$ cat src/rtl/bcd_to_unsigned.sv
// Sequential reverse double-dabble: 8-digit packed BCD in, unsigned binary out.
// state   | meaning
// S_IDLE  | waiting for trigger; bin/error hold the last result
// S_SHIFT | shift {work,acc} right by one; the 32nd shift completes the conversion
// S_SUB3  | subtract 3 from every work nibble that is >= 8
module bcd_to_unsigned #(
  parameter int N_DIGITS = 8,
  parameter int BIN_W    = 32
) (
  input  logic                  clk,
  input  logic                  rst,
  input  logic                  trigger,
  input  logic [4*N_DIGITS-1:0] bcd,
  output logic                  idle,
  output logic [BIN_W-1:0]      bin,
  output logic                  error
);

  typedef enum logic [1:0] {
    S_IDLE  = 2'b00,
    S_SHIFT = 2'b01,
    S_SUB3  = 2'b10
  } state_t;

  localparam logic [5:0] LAST_SHIFT = 6'(BIN_W - 1);

  state_t                state, state_next;
  logic [4*N_DIGITS-1:0] work, work_adj;
  logic [BIN_W-1:0]      acc;
  logic [5:0]            cnt;
  logic                  err_l;
  logic                  bad_digit;

  always_ff @(posedge clk or posedge rst) begin
    if (rst) state <= S_IDLE;
    else     state <= state_next;
  end

  always_comb begin
    state_next = S_IDLE;
    case (state)
      S_IDLE:  state_next = trigger ? S_SHIFT : S_IDLE;
      S_SHIFT: state_next = (cnt == LAST_SHIFT) ? S_IDLE : S_SUB3;
      S_SUB3:  state_next = S_SHIFT;
      default: state_next = S_IDLE;
    endcase
  end

  assign idle = (state == S_IDLE);

  // Per-nibble checks are independent; no borrow ever crosses a nibble boundary.
  always_comb begin
    bad_digit = 1'b0;
    work_adj  = work;
    for (int i = 0; i < N_DIGITS; i++) begin
      if (bcd[4*i +: 4] > 4'd9) bad_digit = 1'b1;
      if (work[4*i +: 4] >= 4'd8) work_adj[4*i +: 4] = work[4*i +: 4] - 4'd3;
    end
  end

  always_ff @(posedge clk or posedge rst) begin
    if (rst) begin
      work  <= '0;
      acc   <= '0;
      cnt   <= '0;
      err_l <= 1'b0;
      bin   <= '0;
      error <= 1'b0;
    end else begin
      case (state)
        S_IDLE: begin
          if (trigger) begin
            work  <= bcd;
            acc   <= '0;
            cnt   <= '0;
            err_l <= bad_digit;
          end
        end
        S_SHIFT: begin
          work <= {1'b0, work[4*N_DIGITS-1:1]};
          acc  <= {work[0], acc[BIN_W-1:1]};
          cnt  <= cnt + 6'd1;
          if (cnt == LAST_SHIFT) begin
            bin   <= err_l ? '0 : {work[0], acc[BIN_W-1:1]};
            error <= err_l;
          end
        end
        S_SUB3: work <= work_adj;
        default: ;
      endcase
    end
  end

endmodule
$ cat config.mk
export PLATFORM = sky130hd
export DESIGN_NAME = bcd_to_unsigned
export DESIGN_NICKNAME = d
export VERILOG_FILES = /design/src/rtl/bcd_to_unsigned.sv
export SDC_FILE = /design/constraint.sdc
export NUM_CORES = 1
export LEC_CHECK = 0
export BUFFER_PORTS_ARGS = -buffer_cell sky130_fd_sc_hd__clkbuf_2
export CORE_MARGIN = 2
export CORE_UTILIZATION = 31
export CTS_BUF_LIST = sky130_fd_sc_hd__clkbuf_8
export CTS_CLUSTER_DIAMETER = 30
export DETAILED_ROUTE_END_ITERATION = 6
export PLACE_DENSITY = 0.56
export SYNTH_ARGS = -nofsm -noshare
export SYNTH_HDL_FRONTEND = slang
export SYNTH_SLANG_ARGS = --single-unit
$ cat constraint.sdc
create_clock -name clk -period 3.9 [get_ports clk]
set_input_delay 0.39 -clock clk [delete_from_list [all_inputs] [get_ports clk]]
set_output_delay 0.39 -clock clk [all_outputs]
set_load 0.01 [all_outputs]
Word-level counts from Yosys, hierarchy flattened. Index checks and enable logic that the tools add are counted.

Logic and storage cells: 91. Bits in registers: 106.

Reduce and logical (&&, ||, !) cells: 14. Magnitude comparators: 16. Add/sub/neg operators: 9. Multiplexer cells: 26. Equal/unequal tests: 12.

Operators with widths (number): 32-bit two-way mux (3); 32-bit one-hot mux with 3 select lines (1); 32-bit one-hot mux with 2 select lines (1); 4-bit >= comparator (second input constant) (8); 4-bit greater-than comparator (second input constant) (8); 4-bit two-way mux (8); 4-bit by 2-bit subtractor with 4-bit output (second input constant) (8); 3-bit AND reduction (8); 2-bit != test (second input constant) (9); 6-bit one-hot mux with 2 select lines (1); 1-bit two-way mux (9); 6-bit by 1-bit adder with 6-bit output (second input constant) (1); 6-bit by 5-bit equality test with 1-bit output (second input constant) (1); 6-bit two-way mux (1); 2-bit one-hot mux with 3 select lines (1); 2-bit AND reduction (3); 3-bit nonzero test (1); 2-bit by 1-bit equality test with 1-bit output (second input constant) (1); 2-bit equality test (second input constant) (1); 2-bit logical NOT (1); 2-bit two-way mux (1); 2-bit nonzero test (1).

Depth between registers and ports, before layout. Gate-level depths: netlist of run 1.

Depth in word-level cells: 9. Mapped depth: 8. Depth with buffers taken out: 5.

Least setup slack after synthesis of run 1. OpenSTA, ideal clock, no wires.

Path type: register to register. Start point: register state[0]. End point: register work[1]. Period minus slack after synthesis: 1.789 ns. Path slack: 2.111 ns. Setup time: 0.125 ns. Data arrival time: 1.664 ns. Cell stages (with the launch flop): 7. Path through: dfrtp_1 inv_1 ha_1 nor2b_1 buf_2 nor3_1 mux2_2.

Cells in the longest elaborated chain, start to end: 3. Elaborated cells on any way between the ends: 8. Those cells by class: 4 x eq/ne; 1 x mux; 3 x reduce/logical.

RTL lines: from (decl) (line 27) `state_t state, state_next;`; from (signal assigned) (line 36) `else state <= state_next;`; 2-bit logical NOT (*); via idle (line 14) `output logic idle,`; 2-bit != test (no line) or 3-bit nonzero test (tied branches); 3-bit AND reduction (no line); to (signal assigned) (line 80) `work <= {1'b0, work[4*N_DIGITS-1:1]};`; to (signal assigned) (line 88) `S_SUB3: work <= work_adj;`; to (decl) (line 28) `logic [4*N_DIGITS-1:0] work, work_adj;`.

The timed path passes the listed nets; every way through them passes the cells marked *. A chain may end at the register's enable or synchronous reset.

Worst setup path after layout of run 1.
Start point: register state[1]. End point: register work[9].

Cells in the longest elaborated chain, start to end: 3. Elaborated cells on any way between the ends: 8. Those cells by class: 4 x eq/ne; 1 x mux; 3 x reduce/logical.

RTL lines: 2-bit equality test, or another cell as far along (line 70) `case (state)`; 2-bit != test (no line) or 3-bit nonzero test (tied branches); 3-bit AND reduction (no line).

Parallel ways exist; a longest one is shown, timed or not.

==> metrics, run 1 <==
Post-synth EDFFs=0; Data required, critical path=4.18 ns; cell taking the most area after synthesis=dfrtp_1; largest net degree at the start of global routing=57; Congestion Overflow GR=0; all-layer global routing usage=14.7%; share of layout cells above drive strength 1=24.9%; Yosys reg bits=105; standard-cell rows=48; antenna viol nets, final=0; die width=137 um; CTS tree=yes; Synth async-reset ratio=100%; top-level I/O count=69; Clock transition at path regs=0.10 ns; clk_lat worst skew=0.39 ns; Leak=0.00296 uW; r2r setup slk=1.31 ns; Synth warnings=0; Worst Hold Class=in2reg; relative slew slack=35.1%; first-pass GRT wire length=21700 um; Top FF cell, synth=dfrtp_1; register area share after synthesis=48.0%; VDD IR max=0.162 mV; total wire length=13100 um; Layout area overhead=13.8%; DRT iter0 DRCs=298; Initial Util=31.7%; Hold Vio Cnt, Final=0; clock buffer count from CTS=9; via count of the first global-routing pass=4192; Clock Tree Root=clkbuf_8; GR Util met3=3.37%; Yosys cell types=44; # H-tree levels=3; critical path class=reg2reg; period utilization=66.5%; finished layout cell area=6230 um2; ant diodes=0; Die Span Y=137 um; overall power=2260 uW; Nets=610; RSZ-0062 raised after global routing=no; clock tree buffer depth=2; Vias=4220; Post-Syn Area=5480 um2; Crit Path Max Fanout=40; endpoints failing setup=0; fin. max-slew vios=0; die area=18700 um2; Cells after Synth=504; max_cap viols=0; Vias/cell=5.38; f_max=385 MHz; average cell area after synthesis=10.9 um2; Port Buffers=68; status=completed; worst path arrival time=2.87 ns; worst-margin pin slew=0.972 ns; most frequent cell after synthesis=dfrtp_1; FILL cells=1742; met2 Usage GRT=23.0%; Final Util=36.0%; DRC Markers=0; Num Clock Sinks=105; Commonest cells post-synth=105 x dfrtp_1, 42 x nor2b_1, 37 x mux2_2, 32 x a22o_1, 26 x o21ai_0; post-route setup slack=1.31 ns; Final GP Congestion=0.811; placed cell areas=6020 um2; drt pass-1 iters=5; pre-CTS WS=1.30 ns; Synth top area share=48.0%; Pwr Density=363 nW/um2; element type at the critical path end=register; Clock Skews=0.0105 ns; M1 GR Usage=19.8%; wire per inst=16.7 um; core area=17300 um2; DPL Wire Length=8770 um; Post-CTS Setup Repair Bufs=0; critical path startpoint category=register; top cells by area, synth=dfrtp_1 48%, mux2_2 7.6%, a22o_1 5.1%; post-route setup TNS=0 ns; Mapped Nets=560; post-layout minimum cycle time=2.59 ns; GR peak layer=met2; initial antenna violation count=0
-- path summary, 6_finish.rpt --
| kind | cells past startpoint | from | end |
|---|---|---|---|
| max | 7 | state[1] | work[9] |
| min | 3 | bcd[30] | work[30] |
| max reg2reg | 7 | state[1] | work[9] |
| min reg2reg | 1 | cnt[2] | cnt[2] |
| max in group asynchronous | 4 | rst | work[18] |
| min in group asynchronous | 3 | rst | bin[28] |
-- cells in the final DEF, fill, tap and decap left out, types with 2 or more instances in the layout --
cell type    n
nor3_1       2
o21ai_0     26
dfrtp_1    105
buf_4       11
mux2_1       2
nor2_1      20
a22oi_1      5
nand3_1      7
clkbuf_2    68
a21oi_1     18
inv_1       20
a22o_1      32
a221oi_1    20
o31ai_1     19
nor3b_1      2
o311a_1      4
nand2_1      5
o32ai_1      2
and3_1      13
nand2b_1     4
nor2b_1     40
clkinv_4     2
o41ai_1     14
xnor2_1      4
a21boi_0     2
o21ai_1      2
o221ai_1     7
a21o_1       7
or3_1        5
a2bb2oi_1    2
ha_1        21
clkbuf_8    11
mux2_2      37
nor2b_2      2
-- stage by stage --
step	hold WS, ns	cells
global route	0.278	784
floorplan	0.465	504
detailed placement	0.409	767
global placement	0.405	767
finish	0.262	784
CTS	0.241	784
-- kinds of logic (layout without fill, tap and decap cells) --
| family | Yosys count | count (layout) | share of synthesized area, % |
|---|---|---|---|
| DFF | 105 | 105 | 48.0 |
| adders and majority gates | 21 | 21 | 4.80 |
| xor gates and xnor gates | 4 | 4 | 0.640 |
| buffers and inverters | 62 | 117 | 4.73 |
| muxes | 41 | 41 | 8.39 |
| AOI/OAI and AO/OA | 163 | 163 | 22.2 |
| and+or+nand+nor | 108 | 108 | 11.2 |
-- critical path, stage by stage (launching register included) --
cell and delay [ns]:
dfrtp_1 0.41, inv_1 0.12, ha_1 0.30, buf_4 0.42, nor3_2 0.08, buf_4 0.27
or2_1 0.43, o41ai_1 0.44
-- registers in the layout, indices dropped and copies added, names as in the netlist --
register  cells
bin          32
acc          31
cnt           6
error         1
err_l         1
state         2
work         32
-- layout make-up --
type                            count  area (um2)  area share, %
Tap cell                          225         282           4.52
Timing Repair Buffer               80         433           6.95
Multi-Input combinational cell    337        2610           41.9
Clock buffer                       11         151           2.43
Clock inverter                      5        45.0          0.723
Sequential cell                   105        2630           42.2
Inverter                           21        81.3           1.31
-- report_power, final --
part | internal [uW] | leakage [uW] | switching (uW)
Combinational | 171 | 0.00147 | 103
Clock | 276 | 0.0000981 | 402
Sequential | 1210 | 0.00138 | 99.1
-- repair_timing --
action                                 4_1_cts  5_1_grt
hold buffers                                 1        0
resized for setup                            0        0
endpoints found under the hold margin       29        0
-- per-layer routing --
metal	vias to the layer above	routed length, um
met3	19	738
met2	125	6000
met4	0	219
li1	1977	-
met1	2099	6140
met5	-	0
(Power assumes the default switching activity.)
==> run 2, diff against run 1 <==
clock period = 2.4 ns   (was 3.9 ns; I/O delays follow)
==> run 2 against run 1 <==
Against the previous run:
- the flow now finishes with violations (negative hold slack)
- clock-buffer cell count shrank 2
- register-to-register slack got worse by 1.1 ns
- first-iteration DRC count fell by 23%
- global-route usage down 0.63 points
- power is 66% higher
- critical endpoint is now cnt[4]
==> metrics, run 2 (synthesis gave the netlist of run 1 again) <==
status=complete, but fails checks (was completed); failing checks=negative hold slack; core area=17300 um2 (unchanged); combinational power share=11.6% (was 12.1%); Vias/cell=5.33 (was 5.38); DPL Wire Length=8310 um (was 8770 um); r2r setup slk=0.25 ns (was 1.31 ns); biggest regs=bin: 32 flops, work: 32 flops, acc: 31 flops (unchanged); Clock power frac=31.6% (was 30.0%); R2R depth=7 (unchanged); top-level I/O count=69 (unchanged); most frequent cells in the layout=105 x dfrtp_1, 68 x clkbuf_2, 40 x nor2b_1, 37 x mux2_2, 32 x a22o_1 (unchanged); internal power=2750 uW (was 1660 uW); clk_lat worst skew=0.40 ns (was 0.39 ns); max_cap viols=0 (unchanged); CTS tree=yes (unchanged); total wire length=12600 um (was 13100 um); Final Non-Filler Cells=790 (was 784); Clock transition at path regs=0.10 ns (about the same); critical path startpoint category=register (unchanged); post-route setup slack=0.247 ns (was 1.31 ns); all-layer global routing usage=14.0% (was 14.7%); worst path arrival time=2.47 ns (was 2.87 ns); Initial Util=31.7% (unchanged); standard-cell rows=48 (unchanged); DRC Markers=0 (unchanged); antenna viol nets, final=0 (unchanged); reg-to-reg critical path endpoint=cnt[4] (was work[9]); final hold slack=-0.00181 ns (was 0.262 ns); Congestion Overflow GR=0 (unchanged); commonest non-fill, non-tap cell in the layout=dfrtp_1 (unchanged); Crit Path Max Fanout=45 (was 40); largest net degree at the start of global routing=106 (was 57); crit-path cells=inv_1, ha_1, buf_4, mux2i_4, buf_4, or3_1, a21oi_1 (was inv_1, ha_1, buf_4, nor3_2, buf_4, or2_1, o41ai_1); Port Buffers=68 (unchanged); DRT iter0 DRCs=229 (was 298); Hold Vio Cnt, Final=2 (was 0); Final GP Congestion=0.809 (was 0.811); # H-tree levels=3 (unchanged); relative slew slack=62.1% (was 35.1%); fin. max-slew vios=0 (unchanged); Post-CTS Setup Repair Bufs=0 (unchanged); share of layout cells above drive strength 1=25.8% (was 24.9%); via count of the first global-routing pass=4115 (was 4192); DP Cell Count=774 (was 767); clock buffer count from CTS=9 (unchanged); Nets=616 (was 610); Sequential Power Share=56.8% (was 57.9%); most frequent CP cell=buf_4 (unchanged); wire per inst=16.0 um (was 16.7 um); f_max=465 MHz (was 385 MHz); Num Clock Sinks=105 (unchanged); clock tree buffer depth=2 (unchanged); period utilization=89.7% (was 66.5%); ant diodes=0 (unchanged); endpoints failing setup=0 (unchanged); Clock Skews=0.0136 ns (was 0.0105 ns); initial antenna violation count=0 (unchanged); pre-CTS WS=0.295 ns (was 1.30 ns); VDD IR max=0.357 mV (was 0.162 mV); FILL cells=1756 (was 1742); Hold Buf Count CTS=0 (was 1); sw frac=26.8% (was 26.7%); Worst Hold Class=in2async (was in2reg); first-pass GRT wire length=20900 um (was 21700 um); NetSw=1010 uW (was 604 uW); Data required, critical path=2.72 ns (was 4.18 ns); element type at the critical path end=register (unchanged); worst-margin pin slew=0.568 ns (was 0.972 ns); drt pass-1 iters=5 (unchanged); CP max-delay cell=dfrtp_1 (was o41ai_1); post-layout minimum cycle time=2.15 ns (was 2.59 ns); Die Span Y=137 um (unchanged); critical path class=reg2reg (unchanged); Layout area overhead=15.3% (was 13.8%); die width=137 um (unchanged); RSZ-0062 raised after global routing=no (unchanged); Pwr Density=594 nW/um2 (was 363 nW/um2); post-route setup TNS=0 ns (unchanged); CTS-repair resized insts=0 (unchanged); Vias=4207 (was 4220); overall power=3750 uW (was 2260 uW); RR Startpoint=state[1] (unchanged); Clock Tree Root=clkbuf_8 (unchanged); Leak=0.00300 uW (was 0.00296 uW); slowest cell delay on critical path=0.42 ns (was 0.44 ns); die area=18700 um2 (unchanged)
## run 2: cell count changes in the layout (fill, tap and decap cells not counted), sizes merged
cell	change
clkbuf	-2
buf	+7
bufinv	+1
inv	+1
dlygate4sd3	-1
## run 2: power by group through the flow
stage	clock [uW]	combinational [uW]	sequential [uW]
global route	1300	496	2160
finish	1190	434	2130
CTS	1230	443	2130
floorplan	0	353	2110
global placement	0	444	2160
detailed placement	0	441	2170
## run 2: final cells by class
class / count / area, um2 / area share, %
Multi-Input combinational cell: 337 / 2610 / 41.4
Tap cell: 225 / 282 / 4.46
Clock buffer: 9 / 124 / 1.96
Timing Repair Buffer: 86 / 500 / 7.93
Clock inverter: 7 / 83.8 / 1.33
Sequential cell: 105 / 2630 / 41.6
Inverter: 21 / 82.6 / 1.31
## run 2: per-stage QoR
stage	util, %	hold WS, ns	area [um2]
2_1_floorplan	-	0.409	5480
3_3_place_gp	35.3	0.443	6100
3_5_place_dp	35.3	0.450	6100
4_1_cts	36.5	0.00228	6310
5_1_grt	36.5	0.0521	6310
6_report	36.5	-0.00181	6310
## run 2: routing by layer
metal,vias to the layer above,global-route usage [%],wire [um]
li1,1983,-,-
met4,0,3.55,146
met3,11,4.04,738
met1,2105,19.1,5920
met5,-,0,0
met2,108,22.0,5840
## run 2: worst max path at each step
| stage | from | to | slack [ns] |
|---|---|---|---|
| after floorplan | state[0] | work[1] | 0.61 |
| after global routing | state[1] | cnt[4] | 0.08 |
| after global placement | state[1] | cnt[4] | 0.38 |
| after detailed placement | state[1] | cnt[4] | 0.30 |
| final | state[1] | cnt[4] | 0.25 |
| after CTS | state[1] | cnt[4] | 0.23 |
## run 2: critical path: cells and delay by family (launching register included)
kind            cells  cell delay [ns]
fa+ha+maj           1             0.20
simple gates        1             0.35
mux                 1             0.17
compound gates      1             0.15
flops               1             0.42
buf+inv             3             0.77
==> run 3, diff against run 2 <==
PLACE_DENSITY = 0.58   (was 0.56)
SLEW_MARGIN = 0   (was default)
clock period = 1.9 ns   (was 2.4 ns; I/O delays follow)
==> run 3 against run 2 <==
Against the previous run:
- the run now ends clean
- clock-buffer cell count did not move
- non-clock buffer count is 28 higher
- critical path depth decreased by 1
- sequential share of layout area down 3.3 points
- critical path type unchanged
- highest routed layer unchanged
==> metrics, run 3 (synthesis gave the netlist of run 1 again) <==
status=completed (was complete, but fails checks); DRC Markers=0 (unchanged); RR Startpoint=state[1] (unchanged); Clock Skews=0.00919 ns (was 0.0136 ns); Data required, critical path=2.19 ns (was 2.72 ns); Final Non-Filler Cells=819 (was 790); top-level I/O count=69 (unchanged); die width=137 um (unchanged); DP Cell Count=787 (was 774); core area=17300 um2 (unchanged); Hold Vio Cnt, Final=0 (was 2); first-pass GRT wire length=22500 um (was 20900 um); CP max-delay cell=dfrtp_1 (unchanged); f_max=548 MHz (was 465 MHz); slowest cell delay on critical path=0.41 ns (was 0.42 ns); commonest non-fill, non-tap cell in the layout=dfrtp_1 (unchanged); max_cap viols=0 (unchanged); hold depth=3; standard-cell rows=48 (unchanged); RSZ-0062 raised after global routing=no (unchanged); clock buffer count from CTS=9 (unchanged); Congestion Overflow GR=0 (unchanged); Clock transition at path regs=0.11 ns (was 0.10 ns); hold path endpoint=work[16]; DRT iter0 DRCs=386 (was 229); Crit Path Max Fanout=21 (was 45); initial antenna violation count=0 (unchanged); Clock Tree Root=clkbuf_8 (unchanged); Leak=0.00325 uW (was 0.00300 uW); post-route setup TNS=0 ns (unchanged); reg-to-reg critical path endpoint=work[25] (was cnt[4]); clock tree buffer depth=2 (unchanged); placed cell areas=6250 um2 (was 6100 um2); Num Clock Sinks=105 (unchanged); DPL Wire Length=8600 um (was 8310 um); Port Buffers=68 (unchanged); Pwr Density=712 nW/um2 (was 594 nW/um2); wire length on met2=6600 um (was 5840 um); DR top layer=met4 (unchanged); ant diodes=0 (unchanged); worst path arrival time=2.11 ns (was 2.47 ns); endpoints failing setup=0 (unchanged); Initial Util=31.7% (unchanged); worst-margin pin slew=0.673 ns (was 0.568 ns); all-layer global routing usage=15.3% (was 14.0%); antenna viol nets, final=0 (unchanged); Hold Path Origin=bcd[16]; critical path class=reg2reg (unchanged); fin. max-slew vios=0 (unchanged); R2R depth=6 (was 7); Nets=645 (was 616); Layout area overhead=25.3% (was 15.3%); CTS tree=yes (unchanged); element type at the critical path end=register (unchanged); VDD IR max=0.387 mV (was 0.357 mV); via count of the first global-routing pass=4325 (was 4115); r2r setup slk=0.08 ns (was 0.25 ns); Met1 Wirelength=6470 um (was 5920 um); post-route setup slack=0.0765 ns (was 0.247 ns); clk_lat worst skew=0.39 ns (was 0.40 ns); Vias=4512 (was 4207); period utilization=96.0% (was 89.7%); relative slew slack=55.0% (was 62.1%); Die Span Y=137 um (unchanged); pre-CTS WS=-0.556 ns (was 0.295 ns); biggest regs=bin: 32 flops, work: 32 flops, acc: 31 flops (unchanged); finished layout cell area=6860 um2 (was 6310 um2); total wire length=14100 um (was 12600 um); Worst Hold Class=in2reg (was in2async); # H-tree levels=3 (unchanged); DR WL met3=843 um (was 738 um); largest net degree at the start of global routing=106 (unchanged); drt pass-1 iters=5 (unchanged); post-layout minimum cycle time=1.82 ns (was 2.15 ns); critical path startpoint category=register (unchanged); most frequent cells in the layout=105 x dfrtp_1, 68 x clkbuf_2, 40 x nor2b_1, 37 x mux2_2, 33 x buf_4 (was 105 x dfrtp_1, 68 x clkbuf_2, 40 x nor2b_1, 37 x mux2_2, 32 x a22o_1); share of layout cells above drive strength 1=33.0% (was 25.8%); crit-path cells=buf_4, ha_4, buf_12, nor2b_1, or3_4, mux2_1 (was inv_1, ha_1, buf_4, mux2i_4, buf_4, or3_1, a21oi_1); Vias/cell=5.51 (was 5.33); die area=18700 um2 (unchanged); wire per inst=17.2 um (was 16.0 um); Final GP Congestion=0.855 (was 0.809)
run 3: how the worst max path moves through the flow:
stage / startpoint / endpoint
3_3_place_gp: state[0] / work[5]
4_1_cts: state[1] / work[10]
5_1_grt: state[1] / work[24]
2_1_floorplan: state[0] / work[1]
6_report: state[1] / work[25]
3_5_place_dp: state[0] / work[10]
run 3: layer usage:
metal  vias to the layer above  global-route usage (%)
li1                       2057                       -
met1                      2289                    21.0
met2                       148                    24.3
met3                        18                    3.19
met4                         0                    4.81
met5                         -                       0
run 3: what timing repair did:
item | in CTS | in global routing
hold buffers | 1 | 0
hold endpoints to repair | 105 | 0
gates cloned | 2 | 1
setup endpoints to repair | 102 | 42
buffers inserted | 10 | 2
resized for setup | 14 | 24
pin swaps | 1 | 0
run 3: where the power goes:
group          internal [uW]  switching (uW)
logic                    354             214
clock network            770             862
registers               2480             206
total                   3600            1280
run 3: area by class of cell:
class | count | area (um2)
Timing Repair Buffer | 114 | 838
Inverter | 21 | 82.6
Sequential cell | 105 | 2630
Fill cell | 1690 | 10400
Clock inverter | 7 | 108
Tap cell | 225 | 282
Clock buffer | 9 | 124
Multi-Input combinational cell | 338 | 2800
run 3: per-stage QoR:
stage	total power (uW)	hold WS (ns)	util, %
3_3_place_gp	3280	0.391	36.1
6_report	4890	0.0648	39.6
3_5_place_dp	3300	0.399	36.1
5_1_grt	5140	0.0623	39.6
2_1_floorplan	3110	0.359	-
4_1_cts	4950	0.0335	38.6
run 3: critical path, delay by kind of cell (launching register included):
kind,cells,cell delay [ns]
buf+inv,2,0.31
mux,1,0.32
simple gates,2,0.49
fa+ha+maj,1,0.19
flops,1,0.41
